## config.mk

```make
export PLATFORM = sky130hd
export DESIGN_NAME = sram_like_arb
export DESIGN_NICKNAME = d
export VERILOG_FILES = /design/src/rtl/sram_like_arb.sv
export SDC_FILE = /design/constraint.sdc
export NUM_CORES = 1
export LEC_CHECK = 0
export BUFFER_PORTS_ARGS = -buffer_cell sky130_fd_sc_hd__buf_2
export CORE_AREA = 8 8 106 108
export DETAILED_ROUTE_END_ITERATION = 7
export DIE_AREA = 0 0 114 116
export HOLD_SLACK_MARGIN = 0.15
export MAX_ROUTING_LAYER = met4
export PLACE_DENSITY = 0.63
export SLEW_MARGIN = 5
export SYNTH_ARGS = -nofsm -noshare
export SYNTH_HDL_FRONTEND = slang
export SYNTH_SLANG_ARGS = --single-unit
```

## constraint.sdc

```tcl
create_clock -name clk -period 3.7 [get_ports clk]
set_input_delay 0.74 -clock clk [delete_from_list [all_inputs] [get_ports clk]]
set_output_delay 0.74 -clock clk [all_outputs]
set_load 0.03 [all_outputs]
```

## src/rtl/sram_like_arb.sv

```systemverilog
// sram_like_arb: arbitrates NCH SRAM-like request channels onto one downstream
// SRAM-like port using the req / addr_ok / data_ok split-transaction handshake.
// Accepted transactions are recorded in an in-order ID FIFO (up to DEPTH deep)
// so that every downstream data_ok is steered back to the channel that issued it.
//
// Optional feature: define ARB_ROUND_ROBIN_EN to replace the fixed-priority
// unlocked grant (channel 0 highest) with a cyclic round-robin search starting
// at rr_ptr. Locking, FIFO and error behaviour do not change.
module sram_like_arb #(
    parameter int NCH   = 2,
    parameter int AW    = 32,
    parameter int DW    = 32,
    parameter int DEPTH = 4
) (
    input  logic                    clk,
    input  logic                    resetn,
    input  logic [NCH-1:0]          ch_req,
    input  logic [NCH-1:0]          ch_wr,
    input  logic [2*NCH-1:0]        ch_size,
    input  logic [(DW/8)*NCH-1:0]   ch_wstrb,
    input  logic [AW*NCH-1:0]       ch_addr,
    input  logic [DW*NCH-1:0]       ch_wdata,
    output logic [NCH-1:0]          ch_addr_ok,
    output logic [NCH-1:0]          ch_data_ok,
    output logic [DW-1:0]           ch_rdata,
    output logic                    mem_req,
    output logic                    mem_wr,
    output logic [1:0]              mem_size,
    output logic [DW/8-1:0]         mem_wstrb,
    output logic [AW-1:0]           mem_addr,
    output logic [DW-1:0]           mem_wdata,
    input  logic                    mem_addr_ok,
    input  logic                    mem_data_ok,
    input  logic [DW-1:0]           mem_rdata,
    output logic                    busy,
    output logic                    proto_err
);

    localparam int SW  = DW / 8;
    localparam int IDW = (NCH > 1) ? $clog2(NCH) : 1;
    localparam int PW  = $clog2(DEPTH);
    localparam int CW  = $clog2(DEPTH + 1);

    // Registered state
    logic [CW-1:0]  count_q,     count_d;
    logic [PW-1:0]  rd_ptr_q,    rd_ptr_d;
    logic [PW-1:0]  wr_ptr_q,    wr_ptr_d;
    logic           lock_q,      lock_d;
    logic [IDW-1:0] lock_id_q,   lock_id_d;
    logic           proto_err_q, proto_err_d;
    logic [IDW-1:0] fifo_q [DEPTH];
    logic [IDW-1:0] fifo_d [DEPTH];
`ifdef ARB_ROUND_ROBIN_EN
    logic [IDW-1:0] rr_ptr_q,    rr_ptr_d;
`endif

    // Combinational helpers
    logic [IDW-1:0] grant_free;
    logic           free_found;
    logic [IDW-1:0] grant;
    logic           granted_req;
    logic           full;
    logic           push;
    logic           pop;
    logic [IDW-1:0] head_id;

    // Unlocked grant: pick one requesting channel (fixed priority or round robin)
    always_comb begin
        grant_free = '0;
        free_found = 1'b0;
`ifdef ARB_ROUND_ROBIN_EN
        for (int k = 0; k < NCH; k++) begin
            for (int i = 0; i < NCH; i++) begin
                if (!free_found && (i == ((int'(rr_ptr_q) + k) % NCH)) && ch_req[i]) begin
                    grant_free = IDW'(i);
                    free_found = 1'b1;
                end
            end
        end
`else
        for (int i = 0; i < NCH; i++) begin
            if (!free_found && ch_req[i]) begin
                grant_free = IDW'(i);
                free_found = 1'b1;
            end
        end
`endif
    end

    // A stalled request keeps its channel until accepted so the presented fields never change
    always_comb begin
        grant = lock_q ? lock_id_q : grant_free;
    end

    // Route the granted channel's request and fields to the downstream port
    always_comb begin
        granted_req = 1'b0;
        mem_wr      = 1'b0;
        mem_size    = '0;
        mem_wstrb   = '0;
        mem_addr    = '0;
        mem_wdata   = '0;
        for (int i = 0; i < NCH; i++) begin
            if (grant == IDW'(i)) begin
                granted_req = ch_req[i];
                mem_wr      = ch_wr[i];
                mem_size    = ch_size[2*i +: 2];
                mem_wstrb   = ch_wstrb[SW*i +: SW];
                mem_addr    = ch_addr[AW*i +: AW];
                mem_wdata   = ch_wdata[DW*i +: DW];
            end
        end
    end

    // Handshake qualifiers: a request only goes out while a FIFO slot is free,
    // and a locked channel that drops its req withdraws the downstream request
    always_comb begin
        full    = (count_q == CW'(DEPTH));
        mem_req = granted_req & ~full;
        push    = mem_req & mem_addr_ok;
        pop     = mem_data_ok & (count_q != '0);
        head_id = fifo_q[rd_ptr_q];
    end

    // Upstream acknowledgements: accept goes to the grant, response to the FIFO head
    always_comb begin
        ch_addr_ok = '0;
        ch_data_ok = '0;
        for (int i = 0; i < NCH; i++) begin
            if (push && (grant == IDW'(i))) begin
                ch_addr_ok[i] = 1'b1;
            end
            if (pop && (head_id == IDW'(i))) begin
                ch_data_ok[i] = 1'b1;
            end
        end
        ch_rdata = mem_rdata;
    end

    // Next-state for the ID FIFO, its pointers and the occupancy count
    always_comb begin
        fifo_d   = fifo_q;
        wr_ptr_d = wr_ptr_q;
        rd_ptr_d = rd_ptr_q;
        if (push) begin
            fifo_d[wr_ptr_q] = grant;
            wr_ptr_d         = wr_ptr_q + PW'(1);
        end
        if (pop) begin
            rd_ptr_d = rd_ptr_q + PW'(1);
        end
        count_d = count_q + CW'(push) - CW'(pop);
    end

    // Next-state for the request lock: set on a stall, cleared on accept or withdrawn req
    always_comb begin
        lock_d    = lock_q;
        lock_id_d = lock_id_q;
        if (mem_req && !mem_addr_ok) begin
            lock_d    = 1'b1;
            lock_id_d = grant;
        end else if (push) begin
            lock_d = 1'b0;
        end else if (lock_q && !granted_req) begin
            lock_d = 1'b0;
        end
    end

    // A response with nothing outstanding is a protocol error that stays set until reset
    always_comb begin
        proto_err_d = proto_err_q | (mem_data_ok & (count_q == '0));
    end

`ifdef ARB_ROUND_ROBIN_EN
    // Round-robin pointer moves just past the channel that was accepted
    always_comb begin
        rr_ptr_d = rr_ptr_q;
        if (push) begin
            rr_ptr_d = (grant == IDW'(NCH - 1)) ? '0 : grant + IDW'(1);
        end
    end
`endif

    // State registers, cleared asynchronously; anything in flight at reset is forgotten
    always_ff @(posedge clk or negedge resetn) begin
        if (!resetn) begin
            count_q     <= '0;
            rd_ptr_q    <= '0;
            wr_ptr_q    <= '0;
            lock_q      <= 1'b0;
            lock_id_q   <= '0;
            proto_err_q <= 1'b0;
            for (int i = 0; i < DEPTH; i++) begin
                fifo_q[i] <= '0;
            end
`ifdef ARB_ROUND_ROBIN_EN
            rr_ptr_q    <= '0;
`endif
        end else begin
            count_q     <= count_d;
            rd_ptr_q    <= rd_ptr_d;
            wr_ptr_q    <= wr_ptr_d;
            lock_q      <= lock_d;
            lock_id_q   <= lock_id_d;
            proto_err_q <= proto_err_d;
            for (int i = 0; i < DEPTH; i++) begin
                fifo_q[i] <= fifo_d[i];
            end
`ifdef ARB_ROUND_ROBIN_EN
            rr_ptr_q    <= rr_ptr_d;
`endif
        end
    end

    // Status outputs come straight from registered state
    always_comb begin
        busy      = (count_q != '0);
        proto_err = proto_err_q;
    end

endmodule

```

== Word level (Yosys, flattened, before mapping) ==
Index checks and enable logic that the tools add are counted.

* Register bits: 14
* Output and inout port bits: 110

* Add/sub/neg operators: 4
* $lt $le $gt $ge: 3
* Equal/unequal tests: 1
* Multiplexer cells: 22
* Bitwise gates (word level): 10
* Reductions and logical operators: 14

{| class="wikitable"
|+ Operators with widths
! kind !! number
|-
| 2-to-1 mux 32 bit || 2
|-
| 2-to-1 mux 1 bit || 15
|-
| logical AND 1 bit || 8
|-
| >= comparator 3 bit (second input constant) || 2
|-
| NOT 2 -> 3 bit || 2
|-
| nonzero test 3 bit || 2
|-
| adder 2 x 1 -> 2 bit (second input constant) || 2
|-
| AND 1 bit || 4
|-
| bitwise mux 4 bit || 1
|-
| 2-to-1 mux 4 bit || 1
|-
| adder 3 x 1 -> 3 bit || 1
|-
| equality test 3 bit (second input constant) || 1
|-
| logical NOT 1 bit || 3
|-
| logical NOT 3 bit || 1
|-
| < comparator 3 x 1 -> 1 bit (second input constant) || 1
|-
| NOT 1 bit || 3
|-
| subtractor 3 x 1 -> 3 bit || 1
|-
| binary-select mux 1 bit (select 2 bit) || 1
|-
| demux 1 bit (select 2 bit) || 1
|-
| 2-to-1 mux 2 bit || 1
|-
| OR 1 bit || 1
|}

== Depth between registers and ports, before layout ==
* Depth after elaboration: 11
* Gate-level depth with buffers: 9
* Depth with buffers taken out: 9

== Least setup slack after synthesis ==
OpenSTA, ideal clock, no wires.

* Path kind: input to output
* Start: input port ch_req[1]
* End: output port mem_addr[0]
* Arrival: 1830 ps
* Required time: 2960 ps
* Setup slack: 1130 ps
* Stages: 5
* Path buffers: 2
* Path through: nor3b_2 -> a21oi_2 -> buf_6 -> buf_4 -> mux2_1

* Cells in the longest elaborated chain, start to end: 4

{| class="wikitable"
|+ Ends and longest elaborated chain
! element !! line !! text
|-
| from (decl) || 17 || <nowiki>input logic [NCH-1:0] ch_req,</nowiki>
|-
| logical AND 1 bit || 82 || <nowiki>if (!free_found && ch_req[i]) begin</nowiki>
|-
| 2-to-1 mux 1 bit || 82 ||
|-
| 2-to-1 mux 1 bit || 92 || <nowiki>grant = lock_q ? lock_id_q : grant_free;</nowiki>
|-
| 2-to-1 mux 32 bit || 104 || <nowiki>if (grant == IDW'(i)) begin</nowiki>
|-
| to (decl) || 30 || <nowiki>output logic [AW-1:0] mem_addr,</nowiki>
|}

Every way passes these cells.

== Worst setup path after layout ==
* Start: input port ch_req[1]
* End: output port mem_wdata[15]

* Cells in the longest elaborated chain, start to end: 4

{| class="wikitable"
|+ Ends and longest elaborated chain
! element !! line !! text
|-
| logical AND 1 bit || 82 ||
|-
| 2-to-1 mux 1 bit || 82 ||
|-
| 2-to-1 mux 1 bit || 92 ||
|-
| 2-to-1 mux 32 bit || 104 ||
|-
| to (decl) || 31 || <nowiki>output logic [DW-1:0] mem_wdata,</nowiki>
|}

Every way passes these cells.

==> results.md <==
- Period minus WS final: ~2.8 ns
- Final hold slack: slightly below 0.4 ns
- Area after DPL: about 2900 um2
- Total CTS buffers: 3
- Hold Fails Final Rpt: 0
- Synth Register Bits: 14
- Syn avg cell area: a little over 10 um2
- Mapped Cells: 180
- Via density: ~4
- P per Cell Area: 660.8 nW/um2
- Critical path cell sequence: buf_2, nor3b_2, a21oi_4, buf_12, mux2_2, buf_2
- Slowest CP cell: mux2_2
- Synth area leaders: mux2_2 (29%), dfrtp_1 (19%), mux2_1 (15%), buf_4 (14%), ha_1 (4.1%)
- Pre-antenna DRT Iters: 4
- Reg2reg start: lock_id_q
- Max Cap Viol: 0
- Clk_skew: approximately 0.0015 ns
- Sink Count: 14
- YS warnings: 0
- Mapped cell area: approximately 1900 um2
- Critical path's largest stage delay: around 0.41 ns
- Drt drc: 0
- Final Max Slew Viols: 0
- Hold Path Class: input port to asynchronous set/reset pin
- Layout cells sized above 1: between 70% and 80%
- Die Y-Extent: around 120 um
- Register area share after synthesis: between 10% and 20%
- RSZ-0062 raised after global routing: no
- Leakage power: between 1.5 and 2 nW
- Worst path required time: 2.96 ns
- Worst Path Buf+Inv: 3
- Die ar.: 13,220 um2
- Diode count: 0
- Buffers on Ports: about 230
- Vias in the first global route: ~2.3k
- Drt total wl: a little over 10,000 um
- Hold_buf cts: 0
- Final instance area: 2945 um2
- Root buffer cell: clkbuf_8
- Top cell type's share of synthesized area: between 20 and 30%
- Total gr overflow: 0
- Critical Path Most Common Cell: buf_2
- Dpl hpwl: roughly 9000 um
- Worst VDD drop: roughly 0.41 mV
- Clk_lat worst skew: ~0.24 ns
- Total Routing Usage GR: about 14%
- Setup crit start: ch_req[1]
- Setup Crit Path Kind: input port to primary output
- Worst path top cell family by delay: buffers and inverters
- Post_cts resized: 0
- Die width: around 110 um
- Initial drt markers: 75
- First-pass GRT wire length: between 10,000 and 15,000 um
- Count of different cell masters after synthesis: 27
- Worst Path Max Fanout: 52
- Area growth from synthesis to final layout: 59.16%
- Crit path DAT: 2.10 ns
- Clk slew on worst S/H paths: 0.06 ns
- WL/cell: ~20 um
- Core area: 9549 um2
- H-tree levels: 1
- Sum Neg Setup Slack: 0 ns
- Post-route ant nets: 0
- Routability Congestion: roughly 0.83
- CTS tree: done
- Slew of the pin with the lowest slew margin: approximately 0.32 ns
- Final net count: approximately 560
- Total power: ~1.9 mW
- Row count: 36
- Setup bufs post-CTS: 0
- Final cell count without fillers: 504
- Syn_nets: between 300 and 400
- Setup crit end kind: primary output
- Effective utilization at floorplan: between 15 and 20%
- Largest net degree at the start of global routing: between 50 and 60
- Slew margin rel.: 78.42%
- Dominant cell type by area after synthesis: mux2_2
- Status: complete, no violations
- Placed Cells incl. Taps: 500
- Period utilization: 76.80%
- Fmax achieved: ~350 MHz
- Final Setup Violations: 0
- CP Launch Type: input port
- CTS max path bufs: 2
- Initial antenna violation count: 1
- Top Ports: 290
- Routed vias: just over 2k
flip-flops by register name, indices dropped and copies added, names as in the netlist:
register / count
count_q: 3
fifo_q: 4
lock_id_q: 1
lock_q: 1
proto_err: 1
rd_ptr_q: 2
wr_ptr_q: 2
where the power goes:
| group | internal (mW) | switching [mW] |
|---|---|---|
| Clock | 0.0941 | 0.0531 |
| Combinational | 0.581 | 0.905 |
| Sequential | 0.235 | 0.0783 |
cell type report:
cell class	instances	area (um2)
flip-flops and latches	14	350.3
repair buffers	229	1169
fillers	1046	6604
multi-input cells	117	1179
inverters	7	26.28
well taps	133	166.4
clock buffers	4	55.05
cell families after synthesis:
logic type               synth area share (%)
AO/OA/AOI/OAI                           4.935
multiplexers                            45.57
adder cells (fa/ha/maj)                 5.139
AND/OR/NAND/NOR                         5.274
flip-flops                              18.93
XOR/XNOR                                2.366
buffers and inverters                   17.78
cells in the mapped netlist:
library cell and count:
and2_1 1, nor2b_1 1, nor3_1 1, mux2_1 24, inv_1 7, xnor2_1 5
nor3b_1 2, buf_2 5, fa_1 1, nor2_1 5, buf_4 35, or3_1 1
mux2i_1 1, nand2_1 4, a41oi_1 4, buf_6 1, a21oi_1 3, and3_1 2
clkbuf_1 1, ha_1 6, nor3b_2 1, o21bai_1 1, mux4_2 1, a21oi_2 1
dfrtp_1 14, a31oi_1 4, mux2_2 48
stage by stage:
step	worst slack, ns	util, %
6_report	0.8585	30.84
5_1_grt	0.7913	30.84
4_1_cts	0.8488	30.84
3_5_place_dp	0.8511	30.27
3_3_place_gp	0.8548	30.27
2_1_floorplan	1.130	-
placed cells by master (no fill, tap or decap), types with 2 or more instances in the layout:
master / n
xnor2_1: 5
a41oi_1: 4
mux2_1: 24
ha_1: 6
nor3b_1: 2
a21oi_1: 3
buf_4: 3
inv_1: 7
buf_2: 225
nand2_1: 4
a31oi_1: 4
and3_1: 2
nor2_1: 5
clkbuf_8: 4
dfrtp_1: 14
mux2_2: 48
routing by layer:
layer,wire length [um],global-route usage [%],share of wire (%),vias up
li1,-,-,-,987
met3,851,3.700,8.4,0
met5,0,-,0,-
met2,5121,24.33,50,128
met4,0,0.8873,0,0
met1,4169,16.45,41,945
worst paths after layout:
check	slack, ns	cells past startpoint	end
worst max-delay path	0.86	6	mem_wdata[15]
min in group clk	0.48	1	rd_ptr_q[1]
worst min-delay path	0.39	1	proto_err
max in group asynchronous	3.07	1	count_q[1]
worst max register to register	1.34	10	count_q[2]
worst min register to register	0.48	1	rd_ptr_q[1]
Note: power is estimated with default switching activity, not from simulation.
